==> src/rtl/vga_sync_if.sv <==
// Raster/sync bundle from vga_sync to the pixel-colour logic and VGA pins.
interface vga_sync_if;
  logic        p_tick;
  logic [9:0]  pix_x;
  logic [9:0]  pix_y;
  logic        video_on;
  logic        hsync;
  logic        vsync;
  logic        frame_start;
  logic [15:0] frame_count;

  modport master (output p_tick, pix_x, pix_y, video_on, hsync, vsync, frame_start, frame_count);
  modport slave  (input  p_tick, pix_x, pix_y, video_on, hsync, vsync, frame_start, frame_count);
endinterface

==> src/rtl/vga_sync.sv <==
// Raster timing generator: pixel-rate enable, x/y counters, registered sync/blank decode.
// Optional frame counter built only when VGA_FRAME_CNT_EN is defined.
module vga_sync #(
  parameter int H_DISPLAY = 640,
  parameter int H_FRONT   = 16,
  parameter int H_SYNC    = 96,
  parameter int H_BACK    = 48,
  parameter int V_DISPLAY = 480,
  parameter int V_FRONT   = 10,
  parameter int V_SYNC    = 2,
  parameter int V_BACK    = 33,
  parameter int CLK_DIV   = 4,
  parameter bit SYNC_POL  = 1'b0
) (
  input  logic       clk,
  input  logic       reset,
  vga_sync_if.master vga
);
  localparam int H_TOTAL = H_DISPLAY + H_FRONT + H_SYNC + H_BACK;
  localparam int V_TOTAL = V_DISPLAY + V_FRONT + V_SYNC + V_BACK;
  localparam int DW      = (CLK_DIV > 1) ? $clog2(CLK_DIV) : 1;

  localparam logic [9:0]    H_LAST = 10'(H_TOTAL - 1);
  localparam logic [9:0]    V_LAST = 10'(V_TOTAL - 1);
  localparam logic [9:0]    H_DISP = 10'(H_DISPLAY);
  localparam logic [9:0]    V_DISP = 10'(V_DISPLAY);
  localparam logic [9:0]    HS_BEG = 10'(H_DISPLAY + H_FRONT);
  localparam logic [9:0]    HS_END = 10'(H_DISPLAY + H_FRONT + H_SYNC - 1);
  localparam logic [9:0]    VS_BEG = 10'(V_DISPLAY + V_FRONT);
  localparam logic [9:0]    VS_END = 10'(V_DISPLAY + V_FRONT + V_SYNC - 1);
  localparam logic [DW-1:0] D_LAST = DW'(CLK_DIV - 1);

  logic [DW-1:0] d;
  logic [9:0]    x, y, nx, ny;
  logic          tick, wrap;
  logic          video_on_q, hsync_q, vsync_q, frame_start_q;

  assign tick = (d == D_LAST) && !reset;
  assign wrap = (x == H_LAST) && (y == V_LAST);

  always_comb begin
    nx = x + 10'd1;
    ny = y;
    if (x == H_LAST) begin
      nx = '0;
      ny = (y == V_LAST) ? '0 : y + 10'd1;
    end
  end

  // Decode from next counter values so the registered flags line up with pix_x/pix_y.
  always_ff @(posedge clk or posedge reset) begin
    if (reset) begin
      d             <= '0;
      x             <= H_LAST;
      y             <= V_LAST;
      video_on_q    <= 1'b0;
      hsync_q       <= ~SYNC_POL;
      vsync_q       <= ~SYNC_POL;
      frame_start_q <= 1'b0;
    end else begin
      d             <= (d == D_LAST) ? '0 : d + DW'(1);
      frame_start_q <= tick && wrap;
      if (tick) begin
        x          <= nx;
        y          <= ny;
        video_on_q <= (nx < H_DISP) && (ny < V_DISP);
        hsync_q    <= (nx >= HS_BEG && nx <= HS_END) ? SYNC_POL : ~SYNC_POL;
        vsync_q    <= (ny >= VS_BEG && ny <= VS_END) ? SYNC_POL : ~SYNC_POL;
      end
    end
  end

`ifdef VGA_FRAME_CNT_EN
  logic [15:0] fcnt;

  always_ff @(posedge clk or posedge reset) begin
    if (reset)              fcnt <= '0;
    else if (tick && wrap)  fcnt <= fcnt + 16'd1;
  end

  assign vga.frame_count = fcnt;
`else
  assign vga.frame_count = 16'd0;
`endif

  assign vga.p_tick      = tick;
  assign vga.pix_x       = x;
  assign vga.pix_y       = y;
  assign vga.video_on    = video_on_q;
  assign vga.hsync       = hsync_q;
  assign vga.vsync       = vsync_q;
  assign vga.frame_start = frame_start_q;
endmodule

==> src/flat_wrapper.sv <==
// flat-port wrapper written by rule: the top's interface ports become plain ports
module vga_sync_flat 
#(
  parameter int H_DISPLAY = 640,
  parameter int H_FRONT   = 16,
  parameter int H_SYNC    = 96,
  parameter int H_BACK    = 48,
  parameter int V_DISPLAY = 480,
  parameter int V_FRONT   = 10,
  parameter int V_SYNC    = 2,
  parameter int V_BACK    = 33,
  parameter int CLK_DIV   = 4,
  parameter bit SYNC_POL  = 1'b0
)
  (clk, reset, vga_p_tick, vga_pix_x, vga_pix_y, vga_video_on, vga_hsync, vga_vsync, vga_frame_start, vga_frame_count);
  vga_sync_if vga_i ();
  input  logic clk;
  input  logic reset;
  output wire logic [$bits(vga_i.p_tick)-1:0] vga_p_tick;
  output wire logic [$bits(vga_i.pix_x)-1:0] vga_pix_x;
  output wire logic [$bits(vga_i.pix_y)-1:0] vga_pix_y;
  output wire logic [$bits(vga_i.video_on)-1:0] vga_video_on;
  output wire logic [$bits(vga_i.hsync)-1:0] vga_hsync;
  output wire logic [$bits(vga_i.vsync)-1:0] vga_vsync;
  output wire logic [$bits(vga_i.frame_start)-1:0] vga_frame_start;
  output wire logic [$bits(vga_i.frame_count)-1:0] vga_frame_count;
  assign vga_p_tick = vga_i.p_tick;
  assign vga_pix_x = vga_i.pix_x;
  assign vga_pix_y = vga_i.pix_y;
  assign vga_video_on = vga_i.video_on;
  assign vga_hsync = vga_i.hsync;
  assign vga_vsync = vga_i.vsync;
  assign vga_frame_start = vga_i.frame_start;
  assign vga_frame_count = vga_i.frame_count;
  vga_sync #(.H_DISPLAY(H_DISPLAY), .H_FRONT(H_FRONT), .H_SYNC(H_SYNC), .H_BACK(H_BACK), .V_DISPLAY(V_DISPLAY), .V_FRONT(V_FRONT), .V_SYNC(V_SYNC), .V_BACK(V_BACK), .CLK_DIV(CLK_DIV), .SYNC_POL(SYNC_POL)) u_core (.clk(clk), .reset(reset), .vga(vga_i));
endmodule
==> config.mk <==
export PLATFORM = sky130hd
export DESIGN_NAME = vga_sync_flat
export DESIGN_NICKNAME = d
export VERILOG_FILES = /design/src/rtl/vga_sync_if.sv /design/src/rtl/vga_sync.sv /design/src/flat_wrapper.sv
export SDC_FILE = /design/constraint.sdc
export NUM_CORES = 1
export LEC_CHECK = 0
export ABC_AREA = 1
export CORE_ASPECT_RATIO = 0.7
export CORE_UTILIZATION = 54
export DETAILED_ROUTE_END_ITERATION = 8
export GPL_ROUTABILITY_DRIVEN = 0
export PLACE_DENSITY = 0.85
export SLEW_MARGIN = 20
export SYNTH_ARGS = -nofsm -noshare
export SYNTH_HDL_FRONTEND = slang
export SYNTH_SLANG_ARGS = --single-unit
==> constraint.sdc <==
create_clock -name clk -period 3.6 [get_ports clk]
set_input_delay 0.36 -clock clk [delete_from_list [all_inputs] [get_ports clk]]
set_output_delay 0.36 -clock clk [all_outputs]
set_load 0.05 [all_outputs]
==> results.py, run 1 <==
metrics = {
    "global_route": {
        "grt_pass1_vias": 1504,
        "grtUsageMet1": 0.343,
        "grtUsageMet3": 0.0769,
        "track_usage": 0.242,
        "overflow": 0,
        "grt_max_degree": 33,
        "grt_pass1_wl_um": 6840,
        "met2_usage": 0.364,
        "grt.busiest_layer": "met2",
        "antenna_found_initial": 0,
    },
    "worst_setup_path": {
        "crit_type": "in2out",
        "path_cells": "clkdlybuf4s50_1 > inv_1 > buf_4 > nand2_1 > buf_4 > inv_1 > buf_12",
        "cp-end-kind": "output pin",
        "crit_fanout": 32,
        "slowest_delay_ps": 390,
        "rr_startpoint": "u_core.vga.pix_x[1]",
        "critPathLaunchType": "input pin",
        "arrival_ps": 2010,
        "cp_slowest_cell": "clkdlybuf4s50_1",
        "reg2reg_depth": 10,
        "r2r_slack_ps": 1550,
        "crit_required_ps": 3240,
        "cp-startpoint": "reset",
    },
    "yosys": {
        "yosys_warnings": 0,
        "syn_area_um2": 1870,
        "yosysSeqAreaShare": 0.355,
        "yosysUniqueCellTypes": 32,
        "async_flop_share": 1.00,
        "yosys.area.top_type": "dfrtp_1",
        "synth-seq-cells": 26,
        "syn_avg_cell_area_um2": 7.12,
        "synth_edf_count": 0,
        "synth_area_leaders": "dfrtp_1, dfstp_2, nand2_1, inv_1, buf_4",
        "netlist.area_leader.share": 0.187,
        "netlist_instances": 263,
        "synth-main-ff-cell": "dfrtp_1",
    },
    "clocking": {
        "path_clk_slew_ps": 80,
        "cts.sinks": 26,
        "numCtsBuffers": 3,
        "htree_levels": 1,
        "cts_resized": 0,
        "ctsHoldBuffers": 0,
        "clockBufferDepth": 2,
        "insertion_delay_ps": 270,
        "cts_tree": "done",
        "post_cts_buffers": 0,
        "clock_tree.root_cell": "clkbuf_8",
    },
    "drt": {
        "drt-initial-drc-count": 130,
        "vias_per_cell": 5.08,
        "drt-wirelength-per-cell_um": 12.0,
        "antenna_left": 0,
        "routed_wl_um": 4050,
        "dr.pass1.iters": 4,
        "post-route-drc-count": 0,
        "vias": 1711,
    },
    "sta": {
        "slew-limit-headroom": 0.662,
        "rsz0062_at_grt": "false",
        "fin_tns_setup_ps": 0,
        "setup-violations-final": 0,
        "period_needed_ps": 2370,
        "tightest_slew_ps": 505,
        "slew_violations": 0,
        "timing.final.crit_share": 0.658,
        "final_hold_viol_count": 0,
        "max_freq_ghz": 0.422,
        "fin_skew_ps": 3.12,
    },
    "final_layout": {
        "area.growth.synth_to_final_pct": 18.0,
        "nNetsFinal": 298,
        "utilization": 0.683,
        "final_layout_size_suffix_gt1_frac": 0.145,
        "fin_area_um2": 2210,
        "insertedDiodeCount": 0,
    },
    "power": {
        "cellLeakagePower_nw": 1.10,
        "powerDensity_nw_per_um2": 460,
        "peakVddDrop_mv": 0.326,
    },
    "floorplanning": {
        "io_pins": 43,
        "num_rows": 17,
        "die_x_um": 72.4,
        "die_area_um2": 3710,
        "core_um2": 3230,
        "initial_core_util": 0.579,
        "die_y_um": 51.3,
    },
    "flow_run": {
        "drv_cap": 0,
    },
    "placement": {
        "place_area_um2": 2140,
        "io_buffers": 26,
        "hpwl_um": 2970,
    },
    "min_path": {
        "hp-class": "in2async",
    },
    "outcome": {
        "status": "finished clean",
    },
}
==> cell usage in the layout, fill, tap and decap left out, types with 3 or more instances in the layout <==
cell type,n
nand2_1,68
inv_1,35
nor2_1,29
clkdlybuf4s50_1,25
nand3_1,18
o21ai_0,18
conb_1,16
dfrtp_1,14
dfstp_2,12
nand4_1,8
nor2_2,6
ha_1,5
inv_2,3
nand3_2,3
a21oi_1,3
clkbuf_8,3
==> through the flow <==
| stage | std cells | worst slack [ps] | total power [W] | hold WS, ps |
|---|---|---|---|---|
| after floorplan | 278 | 1290 | 0.000690 | 399 |
| after global placement | 333 | 1250 | 0.000772 | 412 |
| after detailed placement | 333 | 1230 | 0.000777 | 427 |
| after CTS | 337 | 1230 | 0.00102 | 439 |
| after global routing | 337 | 1030 | 0.00107 | 446 |
| final | 337 | 1230 | 0.00102 | 430 |
==> sequential cells by signal, summed over array words and instances (netlist names) <==
signal,count
u_core.d,2
u_core.vga.frame_start,1
u_core.vga.hsync,1
u_core.vga.pix_x,10
u_core.vga.pix_y,10
u_core.vga.video_on,1
u_core.vga.vsync,1
==> logic make-up (layout without fill, tap and decap cells) <==
family | count (synthesis) | count (layout) | synth area share
flip-flops | 26 | 26 | 0.355
XOR/XNOR | 1 | 1 | 0.00468
adder cells (fa/ha/maj) | 5 | 5 | 0.0334
AO/OA/AOI/OAI | 30 | 30 | 0.0902
AND/OR/NAND/NOR | 141 | 141 | 0.361
buffers and inverters | 59 | 71 | 0.153
other | 1 | 16 | 0.00200
==> cell type report <==
type	count	area, µm²
clock buffers	3	41.3
clock inverters	1	30.0
fillers	305	1020
inverters	39	151
multi-input cells	193	977
flip-flops and latches	26	666
well taps	47	58.8
repair buffers	28	285
==> critical path, delay by kind of cell <==
family	cells	cell delay (ps)
buffers and inverters	6	1550
AND/OR/NAND/NOR	1	90
==> cells in the mapped netlist, types with 2 or more instances <==
library cell  instances
nand3_2               3
nand3_1              18
nand2_2               2
o21ai_2               2
ha_1                  5
buf_4                16
inv_2                 3
nor2_4                2
o21ai_0              18
dfrtp_1              14
dfstp_2              12
nor2_2                6
inv_1                35
nand2_1              68
nand4_1               8
nor2_1               29
clkbuf_1              4
o21ai_1               2
a21oi_1               3
==> routing by layer <==
layer,up-vias,part of all wire
met2,55,0.44
met4,0,0.0074
met3,4,0.070
met5,-,0
met1,801,0.49
li1,851,-
==> power breakdown <==
group | leakage (nW) | internal [W] | switching, W
Combinational | 0.763 | 0.000105 | 0.000278
Clock | 0.0357 | 0.000149 | 0.0000897
Sequential | 0.297 | 0.000346 | 0.0000493
==> final timing paths <==
kind                                  endpoint
max in group asynchronous     u_core.vga.vsync
setup / recovery                    vga_p_tick
hold reg to reg                    u_core.d[0]
hold / removal             u_core.vga.video_on
setup reg to reg              u_core.vga.vsync
min in group clk                   u_core.d[0]
(Power assumes the default switching activity.)
==> inputs of run 2 (changes only) <==
Settings changed: CORE_UTILIZATION 54 to 45, PLACE_DENSITY 0.85 to 0.76.
Clock period 3.6 ns to 2.1 ns, I/O delays scaled along.
==> results.py, run 2 (synthesized netlist as in run 1, its figures left out) <==
metrics = {
    "outcome": {
        "status": "finished clean",
    },
    "global_route": {
        "grt_max_degree": 27,
        "grt.busiest_layer": "met1",
        "grtUsageMet1": 0.314,
        "grt_pass1_vias": 1473,
        "overflow": 0,
        "met2_usage": 0.282,
        "grtUsageMet3": 0.0393,
        "track_usage": 0.198,
        "antenna_found_initial": 0,
        "grt_pass1_wl_um": 6860,
    },
    "power": {
        "powerDensity_nw_per_um2": 744,
        "peakVddDrop_mv": 0.492,
        "cellLeakagePower_nw": 1.10,
    },
    "final_layout": {
        "layout_commonest_cell": "nand2_1",
        "insertedDiodeCount": 0,
        "num-fill-cells": 389,
        "area.growth.synth_to_final_pct": 18.2,
        "stdcell_count": 344,
        "final_layout_size_suffix_gt1_frac": 0.151,
        "final_cell_mix": "nand2_1, inv_1, nor2_1",
        "nNetsFinal": 300,
    },
    "clocking": {
        "numCtsBuffers": 3,
        "htree_levels": 1,
        "clock_tree.root_cell": "clkbuf_8",
        "insertion_delay_ps": 260,
        "path_clk_slew_ps": 90,
        "ctsHoldBuffers": 0,
        "cts_tree": "done",
        "cts_resized": 0,
        "post_cts_buffers": 0,
        "cts.sinks": 26,
        "clockBufferDepth": 2,
    },
    "floorplanning": {
        "io_pins": 43,
        "die_y_um": 56.0,
        "num_rows": 19,
        "die_area_um2": 4430,
        "core_um2": 3950,
        "initial_core_util": 0.475,
        "die_x_um": 79.1,
    },
    "sta": {
        "rsz0062_at_grt": "false",
        "tightest_slew_ps": 511,
        "final_hold_viol_count": 0,
        "period_needed_ps": 1950,
        "fin_skew_ps": 1.78,
        "max_freq_ghz": 0.513,
        "timing.final.crit_share": 0.928,
        "slew-limit-headroom": 0.658,
        "slew_violations": 0,
        "fin_tns_setup_ps": 0,
        "setup-violations-final": 0,
    },
    "drt": {
        "post-route-drc-count": 0,
        "drt-initial-drc-count": 96,
        "antenna_left": 0,
        "vias": 1685,
        "drt-wirelength-per-cell_um": 11.5,
        "routed_wl_um": 3950,
        "dr.pass1.iters": 7,
        "vias_per_cell": 4.90,
    },
    "worst_setup_path": {
        "crit_fanout": 8,
        "crit_required_ps": 1890,
        "path_cells": "clkdlybuf4s50_1",
        "r2r_slack_ps": 220,
        "arrival_ps": 1740,
        "critPathBufInv": 1,
        "cp-end-kind": "output pin",
        "crit_type": "reg2out",
        "cp_slowest_cell": "clkdlybuf4s50_1",
        "critPathLaunchType": "flip-flop",
        "critical_path.top_delay_family": "buffers and inverters",
        "slowest_delay_ps": 830,
    },
    "min_path": {
        "hp-class": "in2async",
    },
    "placement": {
        "io_buffers": 26,
        "dp.cells": 340,
        "hpwl_um": 3090,
    },
    "flow_run": {
        "drv_cap": 0,
    },
}
## run 2: cell count changes in the layout (fill, tap and decap cells not counted), sizes merged
| cell | previous run | this run |
|---|---|---|
| buf | 3 | 5 |
| bufinv | 1 | 0 |
| clkbuf | 3 | 4 |
## run 2: cell type report
cell class              count  area [µm²]  share of cell area
clock buffers               4        55.1              0.0249
inverters                  39         151              0.0684
multi-input cells         193         977               0.441
flip-flops and latches     26         666               0.301
well taps                  52        65.1              0.0294
repair buffers             30         300               0.136
## run 2: power by group
part | switching [W] | internal (W) | total (W)
clock | 0.000152 | 0.000167 | 0.000319
sequential | 0.0000842 | 0.000593 | 0.000677
combinational | 0.000470 | 0.000180 | 0.000650
## run 2: stage by stage
step	hold slack, ps	util	area (µm²)	setup WS [ps]	power (W)
final	318	0.561	2210	151	0.00165
after global routing	397	0.561	2210	56.5	0.00174
after CTS	333	0.561	2210	135	0.00166
after detailed placement	429	0.547	2160	247	0.00134
after global placement	417	0.547	2160	268	0.00133
after floorplan	249	-	1930	182	0.00118
## run 2: worst paths after layout
path / cells past startpoint / endpoint / start
min in group clk: 1 / u_core.d[0] / u_core.d[0]
min reg2reg: 1 / u_core.d[0] / u_core.d[0]
max: 1 / vga_pix_x[8] / u_core.vga.pix_x[8]
max reg2reg: 10 / u_core.vga.video_on / u_core.vga.pix_x[1]
min: 3 / u_core.vga.pix_y[6] / reset
max in group asynchronous: 3 / u_core.vga.pix_x[2] / reset
## run 2: routing by layer
| layer | up-vias | routed length, µm |
|---|---|---|
| met1 | 753 | 1940 |
| met3 | 2 | 344 |
| met4 | 0 | 14 |
| met5 | - | 0 |
| li1 | 859 | - |
| met2 | 71 | 1650 |
==> inputs of run 3 (changes only) <==
Settings changed: CTS_CLUSTER_DIAMETER set to 50.
==> results of run 3 <==
The final DEF is identical to that of run 2; final timing and power are the same.
